File: src/rtl/conv_frame_ctrl_if.sv
// Pixel-in, convolution-datapath and pixel-out buses of the frame controller.
// The slave modport is the controller; master is the surrounding system.
interface conv_frame_ctrl_if #(
  parameter int unsigned DATA_WIDTH = 12
) ();

  logic                  i_pix_valid;
  logic [DATA_WIDTH-1:0] i_pix;
  logic                  o_conv_valid;
  logic [DATA_WIDTH-1:0] o_conv_pix;
  logic                  o_conv_horizontal;
  logic                  i_conv_valid;
  logic [17:0]           i_conv_val;
  logic                  o_out_valid;
  logic [DATA_WIDTH-1:0] o_out_val;

  modport slave (
    input  i_pix_valid, i_pix, i_conv_valid, i_conv_val,
    output o_conv_valid, o_conv_pix, o_conv_horizontal, o_out_valid, o_out_val
  );

  modport master (
    output i_pix_valid, i_pix, i_conv_valid, i_conv_val,
    input  o_conv_valid, o_conv_pix, o_conv_horizontal, o_out_valid, o_out_val
  );

endinterface

File: src/rtl/conv_frame_ctrl.sv
// Frame sequencer around an external 3x3 convolution datapath: tracks raster
// position, masks incomplete-window results to 0 and saturates the rest.
module conv_frame_ctrl #(
  parameter int unsigned DATA_WIDTH = 12,
  parameter int unsigned IMG_W      = 640,
  parameter int unsigned IMG_H      = 480,
  parameter int unsigned CONV_LAT   = 1
) (
  input  logic              i_clk,
  input  logic              i_rst_n,
  input  logic              i_start,
  input  logic              i_mode_horizontal,
  output logic              o_busy,
  output logic              o_frame_done,
  conv_frame_ctrl_if.slave  bus
);

  localparam int unsigned COL_W = (IMG_W > 1) ? $clog2(IMG_W) : 1;
  localparam int unsigned ROW_W = (IMG_H > 1) ? $clog2(IMG_H) : 1;
  localparam int unsigned TOTAL = IMG_W * IMG_H;
  localparam int unsigned CNT_W = $clog2(TOTAL + 1);

  localparam logic [COL_W-1:0] LAST_COL  = COL_W'(IMG_W - 1);
  localparam logic [ROW_W-1:0] LAST_ROW  = ROW_W'(IMG_H - 1);
  localparam logic [CNT_W-1:0] TOTAL_CNT = CNT_W'(TOTAL);
  localparam logic [17:0]      SAT_MAX   = 18'((64'd1 << DATA_WIDTH) - 64'd1);

  typedef enum logic [1:0] {
    S_IDLE,
    S_RUN,
    S_DRAIN,
    S_DONE
  } state_e;

  state_e              state_q, state_d;
  logic [COL_W-1:0]    col_q;
  logic [ROW_W-1:0]    row_q;
  logic [CNT_W-1:0]    out_cnt_q;
  logic                mode_q;
  logic [CONV_LAT-1:0] pipe_q;

  logic                start_c;
  logic                accept_c;
  logic                border_c;
  logic                out_valid_c;
  logic                flag_dly_c;
  logic [CNT_W-1:0]    out_cnt_nxt_c;
  logic [CONV_LAT:0]   pipe_in_c;
  logic [DATA_WIDTH-1:0] sat_c;

  // State register
  always_ff @(posedge i_clk or negedge i_rst_n) begin
    if (!i_rst_n) begin
      state_q <= S_IDLE;
    end else begin
      state_q <= state_d;
    end
  end

  // Next-state and per-cycle strobes
  always_comb begin
    state_d  = state_q;
    start_c  = 1'b0;
    accept_c = 1'b0;
    case (state_q)
      S_IDLE: begin
        if (i_start) begin
          start_c = 1'b1;
          state_d = S_RUN;
        end
      end
      S_RUN: begin
        accept_c = bus.i_pix_valid;
        if (bus.i_pix_valid && (col_q == LAST_COL) && (row_q == LAST_ROW)) begin
          state_d = S_DRAIN;
        end
      end
      S_DRAIN: begin
        // Covers a count that already completed when DRAIN was entered.
        if (out_cnt_nxt_c == TOTAL_CNT) begin
          state_d = S_DONE;
        end
      end
      S_DONE:  state_d = S_IDLE;
      default: state_d = S_IDLE;
    endcase
  end

  assign border_c      = (row_q < ROW_W'(2)) || (col_q < COL_W'(2));
  assign out_valid_c   = bus.i_conv_valid && ((state_q == S_RUN) || (state_q == S_DRAIN));
  assign out_cnt_nxt_c = out_cnt_q + CNT_W'(out_valid_c && (out_cnt_q != TOTAL_CNT));

  // Border flag travels alongside the pixel through the datapath latency.
  assign pipe_in_c  = {pipe_q, accept_c & border_c};
  assign flag_dly_c = pipe_q[CONV_LAT-1];

  // Raster position, output count, mode latch and border pipe
  always_ff @(posedge i_clk or negedge i_rst_n) begin
    if (!i_rst_n) begin
      col_q     <= '0;
      row_q     <= '0;
      out_cnt_q <= '0;
      mode_q    <= 1'b0;
      pipe_q    <= '0;
    end else begin
      pipe_q <= pipe_in_c[CONV_LAT-1:0];
      if (start_c) begin
        col_q     <= '0;
        row_q     <= '0;
        out_cnt_q <= '0;
        mode_q    <= i_mode_horizontal;
      end else begin
        out_cnt_q <= out_cnt_nxt_c;
        if (accept_c) begin
          if (col_q == LAST_COL) begin
            col_q <= '0;
            row_q <= (row_q == LAST_ROW) ? '0 : row_q + ROW_W'(1);
          end else begin
            col_q <= col_q + COL_W'(1);
          end
        end
      end
    end
  end

  assign sat_c = (bus.i_conv_val > SAT_MAX) ? DATA_WIDTH'(SAT_MAX)
                                            : DATA_WIDTH'(bus.i_conv_val);

  assign bus.o_conv_valid      = accept_c;
  assign bus.o_conv_pix        = accept_c ? bus.i_pix : '0;
  assign bus.o_conv_horizontal = mode_q;
  assign bus.o_out_valid       = out_valid_c;
  assign bus.o_out_val         = (out_valid_c && !flag_dly_c) ? sat_c : '0;
  assign o_busy                = (state_q == S_RUN) || (state_q == S_DRAIN);
  assign o_frame_done          = (state_q == S_DONE);

endmodule
File: src/flat_wrapper.sv
// flat-port wrapper written by rule: the top's interface ports become plain ports
module conv_frame_ctrl_flat 
#(
  parameter int unsigned DATA_WIDTH = 12,
  parameter int unsigned IMG_W      = 640,
  parameter int unsigned IMG_H      = 480,
  parameter int unsigned CONV_LAT   = 1
)
  (i_clk, i_rst_n, i_start, i_mode_horizontal, o_busy, o_frame_done, bus_i_pix_valid, bus_i_pix, bus_i_conv_valid, bus_i_conv_val, bus_o_conv_valid, bus_o_conv_pix, bus_o_conv_horizontal, bus_o_out_valid, bus_o_out_val);
  conv_frame_ctrl_if #(.DATA_WIDTH(DATA_WIDTH)) bus_i ();
  input  logic i_clk;
  input  logic i_rst_n;
  input  logic i_start;
  input  logic i_mode_horizontal;
  output logic o_busy;
  output logic o_frame_done;
  input wire logic [$bits(bus_i.i_pix_valid)-1:0] bus_i_pix_valid;
  input wire logic [$bits(bus_i.i_pix)-1:0] bus_i_pix;
  input wire logic [$bits(bus_i.i_conv_valid)-1:0] bus_i_conv_valid;
  input wire logic [$bits(bus_i.i_conv_val)-1:0] bus_i_conv_val;
  output wire logic [$bits(bus_i.o_conv_valid)-1:0] bus_o_conv_valid;
  output wire logic [$bits(bus_i.o_conv_pix)-1:0] bus_o_conv_pix;
  output wire logic [$bits(bus_i.o_conv_horizontal)-1:0] bus_o_conv_horizontal;
  output wire logic [$bits(bus_i.o_out_valid)-1:0] bus_o_out_valid;
  output wire logic [$bits(bus_i.o_out_val)-1:0] bus_o_out_val;
  assign bus_i.i_pix_valid = bus_i_pix_valid;
  assign bus_i.i_pix = bus_i_pix;
  assign bus_i.i_conv_valid = bus_i_conv_valid;
  assign bus_i.i_conv_val = bus_i_conv_val;
  assign bus_o_conv_valid = bus_i.o_conv_valid;
  assign bus_o_conv_pix = bus_i.o_conv_pix;
  assign bus_o_conv_horizontal = bus_i.o_conv_horizontal;
  assign bus_o_out_valid = bus_i.o_out_valid;
  assign bus_o_out_val = bus_i.o_out_val;
  conv_frame_ctrl #(.DATA_WIDTH(DATA_WIDTH), .IMG_W(IMG_W), .IMG_H(IMG_H), .CONV_LAT(CONV_LAT)) u_core (.i_clk(i_clk), .i_rst_n(i_rst_n), .i_start(i_start), .i_mode_horizontal(i_mode_horizontal), .o_busy(o_busy), .o_frame_done(o_frame_done), .bus(bus_i));
endmodule
File: config.mk
export PLATFORM = sky130hd
export DESIGN_NAME = conv_frame_ctrl_flat
export DESIGN_NICKNAME = d
export VERILOG_FILES = /design/src/rtl/conv_frame_ctrl_if.sv /design/src/rtl/conv_frame_ctrl.sv /design/src/flat_wrapper.sv
export SDC_FILE = /design/constraint.sdc
export NUM_CORES = 1
export LEC_CHECK = 0
export ABC_AREA = 0
export BUFFER_PORTS_ARGS = -buffer_cell sky130_fd_sc_hd__buf_2
export CAP_MARGIN = 15
export CORE_ASPECT_RATIO = 1.2
export CORE_MARGIN = 4
export CORE_UTILIZATION = 49
export DETAILED_ROUTE_END_ITERATION = 7
export PLACE_DENSITY = 0.77
export SETUP_SLACK_MARGIN = 0.5
export SLEW_MARGIN = 20
export SYNTH_ARGS = -nofsm -noshare
export SYNTH_HDL_FRONTEND = slang
export SYNTH_SLANG_ARGS = --single-unit
File: constraint.sdc
create_clock -name i_clk -period 3.4 [get_ports i_clk]
set_clock_uncertainty 0.15 [all_clocks]
set_input_delay 0.85 -clock i_clk [delete_from_list [all_inputs] [get_ports i_clk]]
set_output_delay 0.85 -clock i_clk [all_outputs]
set_load 0.01 [all_outputs]
==> results of run 1 <==
-- stage by stage --
stage | total power [W] | setup slack (ps) | instance area [um2] | hold slack (ps) | std cells
after global placement | 0.00146 | 178 | 3160 | 308 | 437
after floorplan | 0.00119 | 280 | 2810 | 324 | 322
after global routing | 0.00205 | 61.9 | 3410 | 419 | 456
final | 0.00191 | 211 | 3410 | 341 | 456
after CTS | 0.00190 | 222 | 3380 | 354 | 456
after detailed placement | 0.00147 | 117 | 3160 | 332 | 437
-- power by group through the flow --
stage	combinational (W)	clock (W)	sequential (W)
after floorplan	0.000558	0	0.000636
after global placement	0.000800	0	0.000656
after global routing	0.00102	0.000374	0.000656
after CTS	0.000913	0.000351	0.000641
after detailed placement	0.000815	0	0.000658
final	0.000922	0.000338	0.000645
-- routing by layer --
layer | up-vias | part of all wire
met4 | 0 | 0.025
met5 | - | 0
li1 | 1292 | -
met2 | 85 | 0.53
met3 | 16 | 0.038
met1 | 1238 | 0.40
-- registers in the layout (all words and copies together), names as in the netlist --
signal	count
u_core.bus.o_conv_horizontal	1
u_core.col_q	10
u_core.flag_dly_c	1
u_core.out_cnt_q	19
u_core.row_q	9
u_core.state_q	2
-- worst max path at each step --
stage	slack, ps	cells past startpoint	startpoint	to
6_report	210	11	u_core.out_cnt_q[16]$_DFF_PN0_	u_core.state_q[1]$_DFFE_PN0P_
3_3_place_gp	180	11	bus_i_conv_valid	u_core.state_q[1]$_DFFE_PN0P_
4_1_cts	220	11	u_core.out_cnt_q[5]$_DFF_PN0_	u_core.state_q[1]$_DFFE_PN0P_
5_1_grt	60	11	u_core.out_cnt_q[11]$_DFF_PN0_	u_core.state_q[1]$_DFFE_PN0P_
3_5_place_dp	120	11	bus_i_conv_valid	u_core.state_q[1]$_DFFE_PN0P_
2_1_floorplan	280	11	bus_i_conv_valid	u_core.state_q[1]$_DFFE_PN0P_
-- worst max-delay path: cells and delay by family (launching register included) --
kind,cells,cell delay [ps]
flops,1,420
compound gates,5,1200
simple gates,4,950
fa+ha+maj,2,350
-- placed cells by master (no fill, tap or decap), types with 4 or more instances in the layout --
cell type / instances
a21oi_1: 11
and2_1: 6
and3_1: 19
and4_1: 5
buf_2: 64
buf_4: 18
clkbuf_8: 6
dfrtp_1: 37
dfrtp_2: 5
ha_1: 6
inv_1: 9
nand2_1: 24
nand3_1: 18
nand4_1: 10
nor2_1: 41
nor3_1: 4
nor4_1: 7
nor4_2: 4
o21a_1: 14
o21ai_0: 7
o21ai_1: 7
xnor2_1: 15
xor2_1: 9
-- synth_stat cells, types with 2 or more instances --
| cell type | n | share of area |
|---|---|---|
| nand2_1 | 25 | 0.034 |
| o21ai_1 | 7 | 0.013 |
| buf_2 | 8 | 0.014 |
| xnor2_1 | 15 | 0.047 |
| a21oi_1 | 11 | 0.020 |
| nand2b_1 | 2 | 0.0045 |
| nand4_2 | 2 | 0.0090 |
| o21a_1 | 14 | 0.038 |
| inv_1 | 10 | 0.014 |
| xor2_1 | 9 | 0.028 |
| nor3_1 | 5 | 0.0090 |
| nor4_1 | 11 | 0.025 |
| o32a_1 | 2 | 0.0072 |
| ha_1 | 9 | 0.041 |
| nand3_1 | 18 | 0.032 |
| nand4_1 | 10 | 0.023 |
| and2_1 | 7 | 0.016 |
| and3_1 | 19 | 0.043 |
| nor2_1 | 41 | 0.055 |
| dfrtp_1 | 42 | 0.38 |
| nor3b_1 | 2 | 0.0054 |
| nor2b_1 | 4 | 0.0090 |
| clkbuf_1 | 8 | 0.011 |
| a31oi_1 | 3 | 0.0068 |
| and4_1 | 5 | 0.016 |
| o21ai_0 | 7 | 0.013 |
-- logic make-up after synthesis --
logic type | after synthesis | share of synthesized area
flip-flops | 42 | 0.379
AO/OA/AOI/OAI | 60 | 0.151
AND/OR/NAND/NOR | 156 | 0.297
buffers and inverters | 28 | 0.0455
XOR/XNOR | 24 | 0.0757
adder cells (fa/ha/maj) | 9 | 0.0406
multiplexers | 3 | 0.0117
-- area by class of cell --
| type | instances | area (um2) | share of cell area |
|---|---|---|---|
| Multi-Input combinational cell | 252 | 1690 | 0.495 |
| Sequential cell | 42 | 1060 | 0.310 |
| Timing Repair Buffer | 82 | 455 | 0.133 |
| Clock buffer | 6 | 82.6 | 0.0242 |
| Tap cell | 62 | 77.6 | 0.0227 |
| Inverter | 10 | 37.5 | 0.0110 |
| Clock inverter | 2 | 12.5 | 0.00366 |
-- repair_timing --
item | 4_1_cts | 5_1_grt
endpoints found under the setup margin | 14 | 15
buffers inserted | 11 | 0
hold endpoints to repair | 0 | 0
gates resized for setup | 10 | 6
pin swaps | 8 | 2
==> impl_metrics.tcl, run 1 <==
set metrics [dict create \
    clkPwrFrac 0.178 \
    area_growth_pct 23.0 \
    whs_path_depth 2 \
    synth_area_mm2 0.00278 \
    clockBufferDepth 2 \
    avgSynthCellArea_um2 8.62 \
    status "completed" \
    hold_viol 0 \
    post-route-util 0.632 \
    portBuffers 64 \
    final-max-slew-violation-count 0 \
    crit_chain "nor4_2, nand2_1, o31a_1, ha_4, ha_4, or3_1, a311oi_1, o21ai_1, a2111oi_4, and4_1, o311ai_1" \
    cts_hold_buf 0 \
    gp_congestion 0.891 \
    num_vias 2631 \
    period_share 0.938 \
    p_comb_frac 0.484 \
    die_h_um 90.5 \
    start_kind "register" \
    row_count 29 \
    r2r_cells 11 \
    clk_latency_ps 300 \
    synth-edff-count 0 \
    cp_max_fo 4 \
    synth_top_flop_cell "dfrtp_1" \
    detailed_place_hpwl_mm 5.06 \
    ys_seq_elements 42 \
    clk_pin_slew_ps 80 \
    grt_usage 0.209 \
    use_met1 0.253 \
    first_pass_iters 6 \
    hold_end "u_core.bus.o_conv_horizontal$_DFFE_PN0P_" \
    leakage_nw 1.64 \
    fin_nets 438 \
    grt_overflow_total 0 \
    met2_usage 0.361 \
    antenna_found_initial 0 \
    syn_inst 322 \
    p_switching_w 0.000749 \
    viasPerCell 5.77 \
    crit_top_cell "ha_4" \
    start_util 0.514 \
    dieArea_mm2 0.00694 \
    die_w_um 76.7 \
    p_sw_frac 0.393 \
    drt_iter0_drc 222 \
    synth_cell_types 52 \
    antenna_left 0 \
    yosysWarnings 0 \
    top_usage_layer "met2" \
    cpMaxStageDelayCell "dfrtp_1" \
    critical_path_class "reg -> reg" \
    min_from "u_core.bus.o_conv_horizontal$_DFFE_PN0P_" \
    rsz0062_at_grt "true" \
    cts_inserted_buffers 5 \
    tns_ps 0 \
    htreeDepth 2 \
    antenna_cells 0 \
    maxCapViolCount 0 \
    tightest_slew_ps 944 \
    coreArea_mm2 0.00541 \
    fin_crit_ps 3190 \
    clkSinkCount 42 \
    io_pins 65 \
    yosysSeqAreaShare 0.379 \
    drive_above_1_share 0.289 \
    slowest_delay_ps 420 \
    max_slew_margin 0.371 \
    root_buffer "clkbuf_8" \
    cp_data_arrival_time_ps 3210 \
    grt_max_degree 43 \
    grt_pass1_vias 2653 \
    cts_tree "built" \
    ys_async_sr_fraction 1.00 \
    ir_worst_vdd_uv 410 \
    required_ps 3420 \
    reg2reg_to "u_core.state_q[1]$_DFFE_PN0P_" \
    hp-class "reg -> reg" \
    seq_power_share 0.339 \
    drc 0 \
    routed_wl_mm 7.14 \
    setup_viol 0 \
    intPower_w 0.00116 \
    wl_per_cell_um 15.7 \
    synth_nets 367 \
    critPathCaptureType "register" \
    max_freq_mhz 314 \
    timing.reg2reg.setup_slack_ps 210 \
    gr-usage-met3 0.0269 \
    regToRegStartpoint "u_core.out_cnt_q[16]$_DFF_PN0_" \
    fillCellCount 477 \
    powerDensity_mw_per_mm2 558 \
    grt_pass1_wl_mm 12.1 \
]
Power figures use the tool's default switching activity.
==> run 2: changes to the inputs <==
--- a/config.mk
+++ b/config.mk
@@ -12,7 +12,7 @@
 export CORE_MARGIN = 4
 export CORE_UTILIZATION = 49
 export DETAILED_ROUTE_END_ITERATION = 7
-export PLACE_DENSITY = 0.77
+export PLACE_DENSITY_LB_ADDON = 0.05
 export SETUP_SLACK_MARGIN = 0.5
 export SLEW_MARGIN = 20
 export SYNTH_ARGS = -nofsm -noshare
==> impl_metrics.tcl, run 2 (synthesized netlist as in run 1, its figures left out) <==
set metrics [dict create \
    status "completed" \
    cp_data_arrival_time_ps 3160 \
    coreArea_mm2 0.00541 \
    met2_usage 0.349 \
    largest_registers "u_core.out_cnt_q x19, u_core.col_q x10, u_core.row_q x9" \
    setup_viol 0 \
    grt_pass1_wl_mm 12.0 \
    die_w_um 76.7 \
    num_vias 2647 \
    antenna_cells 0 \
    fin_cells 458 \
    regToRegStartpoint "u_core.state_q[1]$_DFFE_PN0P_" \
    clk_pin_slew_ps 80 \
    cp_max_fo 4 \
    wl_per_cell_um 15.4 \
    grt_pass1_vias 2493 \
    ir_worst_vdd_uv 386 \
    period_share 0.922 \
    dp_cells 440 \
    tns_ps 0 \
    use_met1 0.256 \
    required_ps 3420 \
    grt_overflow_total 0 \
    drt_iter0_drc 160 \
    hold_viol 0 \
    viasPerCell 5.78 \
    drc 0 \
    powerDensity_mw_per_mm2 549 \
    antenna_left 0 \
    top_register "u_core.out_cnt_q" \
    max_freq_mhz 319 \
    gp_congestion 0.891 \
    die_h_um 90.5 \
    leakage_nw 1.69 \
    fin_crit_ps 3140 \
    placed_area_mm2 0.00318 \
    hold_end "u_core.bus.o_conv_horizontal$_DFFE_PN0P_" \
    tightest_slew_ps 936 \
    start_kind "register" \
    detailed_place_hpwl_mm 5.04 \
    routed_wl_mm 7.06 \
    clkSinkCount 42 \
    start_util 0.514 \
    p_total_w 0.00193 \
    setup_ws_ps 264 \
    cts_tree "built" \
    min_from "u_core.bus.o_conv_horizontal$_DFFE_PN0P_" \
    clk_latency_ps 300 \
    grt_max_degree 43 \
    htreeDepth 2 \
    final_common_cell "buf_2" \
    clockBufferDepth 2 \
    dp_slack_ps 95.4 \
    portBuffers 64 \
    root_buffer "clkbuf_8" \
    antenna_found_initial 0 \
    grt_usage 0.207 \
    top_usage_layer "met2" \
    maxCapViolCount 0 \
    gr-usage-met3 0.0469 \
    final_cell_mix "64 x buf_2, 41 x nor2_1, 39 x dfrtp_1" \
    hp-class "reg -> reg" \
    first_pass_iters 4 \
    drive_above_1_share 0.306 \
    max_slew_margin 0.376 \
    reg2reg_to "u_core.state_q[1]$_DFFE_PN0P_" \
    critPathCaptureType "register" \
    timing.reg2reg.setup_slack_ps 260 \
    area_growth_pct 26.5 \
    cts_hold_buf 0 \
    largest_register_ffs 19 \
    whs_path_depth 2 \
    row_count 29 \
    critical_path_class "reg -> reg" \
    final-max-slew-violation-count 0 \
    rsz0062_at_grt "true" \
    fin_nets 440 \
    cts_inserted_buffers 5 \
    dieArea_mm2 0.00694 \
    io_pins 65 \
    r2r_cells 12 \
    final_cell_area_mm2 0.00351 \
]
## run 2: changes by cell type in the layout (fill, tap and decap cells not counted), sizes merged
cell / change
inv: +1
buf: +1
clkinv: -1
nand2: +1
## run 2: area by class of cell
class	count	area, um2
clock buffers	6	82.6
clock inverters	2	16.3
fillers	480	1900
inverters	10	37.5
multi-input cells	253	1780
flip-flops and latches	42	1050
well taps	62	77.6
repair buffers	83	463
## run 2: per-layer routing
metal  up-vias  part of all wire
met5         -                 0
met3         8             0.049
met4         0             0.015
met1      1253              0.42
li1       1309                 -
met2        77              0.51
## run 2: metrics by stage
step                 util  hold WS (ps)
floorplan               -           324
global placement    0.589           309
detailed placement  0.589           311
CTS                 0.632           336
global route        0.649           397
finish              0.649           338
## run 2: critical path, stage by stage, from the launching register on
cell,delay (ps)
dfrtp_1,400
inv_1,170
ha_4,240
and2_4,150
o31a_1,140
ha_4,180
ha_4,170
or3_4,320
a311oi_2,310
o21ai_2,110
a2111oi_4,290
and4_1,270
o311ai_1,90
## run 2: worst max path at each step
stage                                              start                       endpoint  cells past startpoint
final                      u_core.state_q[1]$_DFFE_PN0P_  u_core.state_q[1]$_DFFE_PN0P_                     12
after global placement                  bus_i_conv_valid  u_core.state_q[1]$_DFFE_PN0P_                     11
after floorplan                         bus_i_conv_valid  u_core.state_q[1]$_DFFE_PN0P_                     11
after detailed placement                bus_i_conv_valid  u_core.state_q[1]$_DFFE_PN0P_                     11
after global routing      u_core.out_cnt_q[14]$_DFF_PN0_  u_core.state_q[1]$_DFFE_PN0P_                     11
after CTS                  u_core.out_cnt_q[1]$_DFF_PN0_  u_core.state_q[1]$_DFFE_PN0P_                     11
## run 2: timing repair
item,4_1_cts,5_1_grt
pin swaps,10,10
buffers inserted,9,0
gates cloned,0,1
gates resized for setup,11,18
setup endpoints to repair,15,15
## run 2: report_power, final
group	internal [W]	switching [W]	leakage, nW
sequential	0.000571	0.0000775	0.562
clock	0.000167	0.000183	0.0478
combinational	0.000424	0.000503	1.08
total	0.00116	0.000763	1.69
==> run 3: changes to the inputs <==
--- a/config.mk
+++ b/config.mk
@@ -9,8 +9,9 @@
 export BUFFER_PORTS_ARGS = -buffer_cell sky130_fd_sc_hd__buf_2
 export CAP_MARGIN = 15
 export CORE_ASPECT_RATIO = 1.2
-export CORE_MARGIN = 4
+export CORE_MARGIN = 3
 export CORE_UTILIZATION = 49
+export CTS_CLUSTER_DIAMETER = 80
 export DETAILED_ROUTE_END_ITERATION = 7
 export PLACE_DENSITY_LB_ADDON = 0.05
 export SETUP_SLACK_MARGIN = 0.5
==> constraint.sdc (replaced) <==
create_clock -name i_clk -period 2.8 [get_ports i_clk]
set_clock_uncertainty 0.15 [all_clocks]
set_input_delay 0.7 -clock i_clk [delete_from_list [all_inputs] [get_ports i_clk]]
set_output_delay 0.7 -clock i_clk [all_outputs]
set_load 0.01 [all_outputs]
==> impl_metrics.tcl, run 3 (synthesized netlist as in run 1, its figures left out) <==
set metrics [dict create \
    fin_crit_ps 3070 \
    grt_usage 0.250 \
    clk_pin_slew_ps 90 \
    status "finished with violations" \
    antenna_cells 0 \
    required_ps 2820 \
    clkSinkCount 42 \
    first_pass_iters 4 \
    cts_tree "built" \
    tightest_slew_ps 674 \
    placed_area_mm2 0.00352 \
    dieArea_mm2 0.00661 \
    gp_congestion 0.813 \
    clkPwrFrac 0.170 \
    num_vias 2930 \
    viasPerCell 5.80 \
    top_register "u_core.out_cnt_q" \
    dp_slack_ps -307 \
    max_freq_mhz 325 \
    start_util 0.517 \
    fillCellCount 360 \
    drc 0 \
    hp-class "in -> async" \
    cts_inserted_buffers 5 \
    p_sw_frac 0.377 \
    leakage_nw 2.01 \
    maxCapViolCount 0 \
    htreeDepth 2 \
    failed_checks "negative setup slack" \
    fin_nets 487 \
    die_h_um 88.5 \
    final_cell_area_mm2 0.00425 \
    area_growth_pct 53.0 \
    powerDensity_mw_per_mm2 662 \
    io_pins 65 \
    largest_register_ffs 19 \
    grt_pass1_vias 2814 \
    die_w_um 74.7 \
    hold_viol 0 \
    wl_per_cell_um 16.5 \
    cp_max_fo 4 \
    critPathCaptureType "register" \
    antenna_left 0 \
    detailed_place_hpwl_mm 5.36 \
    final-max-slew-violation-count 0 \
    routed_wl_mm 8.34 \
    seq_power_share 0.278 \
    grt_max_degree 31 \
    p_switching_w 0.00106 \
    fin_cells 505 \
    period_share 1.10 \
    critical_path_class "reg -> reg" \
    post-route-util 0.791 \
    root_buffer "clkbuf_8" \
    cp_data_arrival_time_ps 3090 \
    clockBufferDepth 2 \
    p_comb_frac 0.552 \
    antenna_found_initial 0 \
    setup_ws_ps -273 \
    intPower_w 0.00175 \
    rsz0062_at_grt "true" \
    grt_pass1_wl_mm 12.8 \
    tns_ps -537 \
    dp_cells 477 \
    cts_hold_buf 0 \
    ir_worst_vdd_uv 544 \
    drive_above_1_share 0.467 \
    max_slew_margin 0.547 \
    r2r_cells 11 \
    coreArea_mm2 0.00537 \
    clk_latency_ps 300 \
    start_kind "register" \
    row_count 29 \
    final_cell_mix "51 x buf_2, 51 x buf_4, 42 x dfrtp_1" \
    grt_overflow_total 0 \
    setup_viol 2 \
    largest_registers "u_core.out_cnt_q x19, u_core.col_q x10, u_core.row_q x9" \
    portBuffers 64 \
    drt_iter0_drc 115 \
]
run 3: cell types whose count changed in the layout (fill, tap and decap cells not counted), sizes merged:
cell and delta:
inv -1, clkbuf +1, nor2b +1, clkinvlp -1, bufinv +1, buf +46
run 3: layer usage:
layer  track usage  vias up  wire (um)
met1         0.299     1421       3430
met2         0.449       79       4370
met4        0.0906        0        228
met3        0.0352       23        311
met5             0        -          0
li1              -     1407          -
run 3: layout make-up:
cell class | instances | area [um2] | area share
Timing Repair Buffer | 129 | 942 | 0.222
Multi-Input combinational cell | 254 | 2030 | 0.478
Inverter | 10 | 40.0 | 0.00943
Tap cell | 62 | 77.6 | 0.0183
Sequential cell | 42 | 1050 | 0.247
Clock inverter | 1 | 30.0 | 0.00707
Clock buffer | 7 | 76.3 | 0.0180
run 3: repair_timing:
item                                    CTS  global route
buffers inserted                         11             6
pin swaps                                14            22
endpoints found under the setup margin   42            45
gates resized for setup                  68            29
gates cloned                              3             0
run 3: power groups by stage:
stage | registers, W | clock network (W) | logic, W
finish | 0.000782 | 0.000479 | 0.00155
global route | 0.000794 | 0.000513 | 0.00168
floorplan | 0.000777 | 0 | 0.000720
CTS | 0.000779 | 0.000486 | 0.00140
detailed placement | 0.000781 | 0 | 0.00116
global placement | 0.000779 | 0 | 0.00113
run 3: metrics by stage:
stage,total power (W),hold slack [ps]
after global routing,0.00298,123
after global placement,0.00191,309
after detailed placement,0.00194,311
after CTS,0.00267,124
after floorplan,0.00150,254
final,0.00281,120
run 3: critical path, cell delays in order, from the launching register on:
cell and delay, ps:
dfrtp_1 400, nor4_2 260, nand3_1 120, o31a_1 260
ha_2 200, ha_4 170, or3_4 330, a311oi_2 280
o21ai_1 120, a2111oi_2 260, and4_1 280, o311ai_1 100
run 3: final timing paths:
| path | slack (ps) | startpoint | endpoint |
|---|---|---|---|
| worst max register to register | -270 | u_core.out_cnt_q[14]$_DFF_PN0_ | u_core.state_q[1]$_DFFE_PN0P_ |
| worst min register to register | 340 | u_core.bus.o_conv_horizontal$_DFFE_PN0P_ | u_core.bus.o_conv_horizontal$_DFFE_PN0P_ |
| min in group i_clk | 340 | u_core.bus.o_conv_horizontal$_DFFE_PN0P_ | u_core.bus.o_conv_horizontal$_DFFE_PN0P_ |
| max in group asynchronous | 1680 | i_rst_n | u_core.out_cnt_q[18]$_DFF_PN0_ |
| worst max-delay path | -270 | u_core.out_cnt_q[14]$_DFF_PN0_ | u_core.state_q[1]$_DFFE_PN0P_ |
| worst min-delay path | 120 | i_rst_n | u_core.out_cnt_q[8]$_DFF_PN0_ |
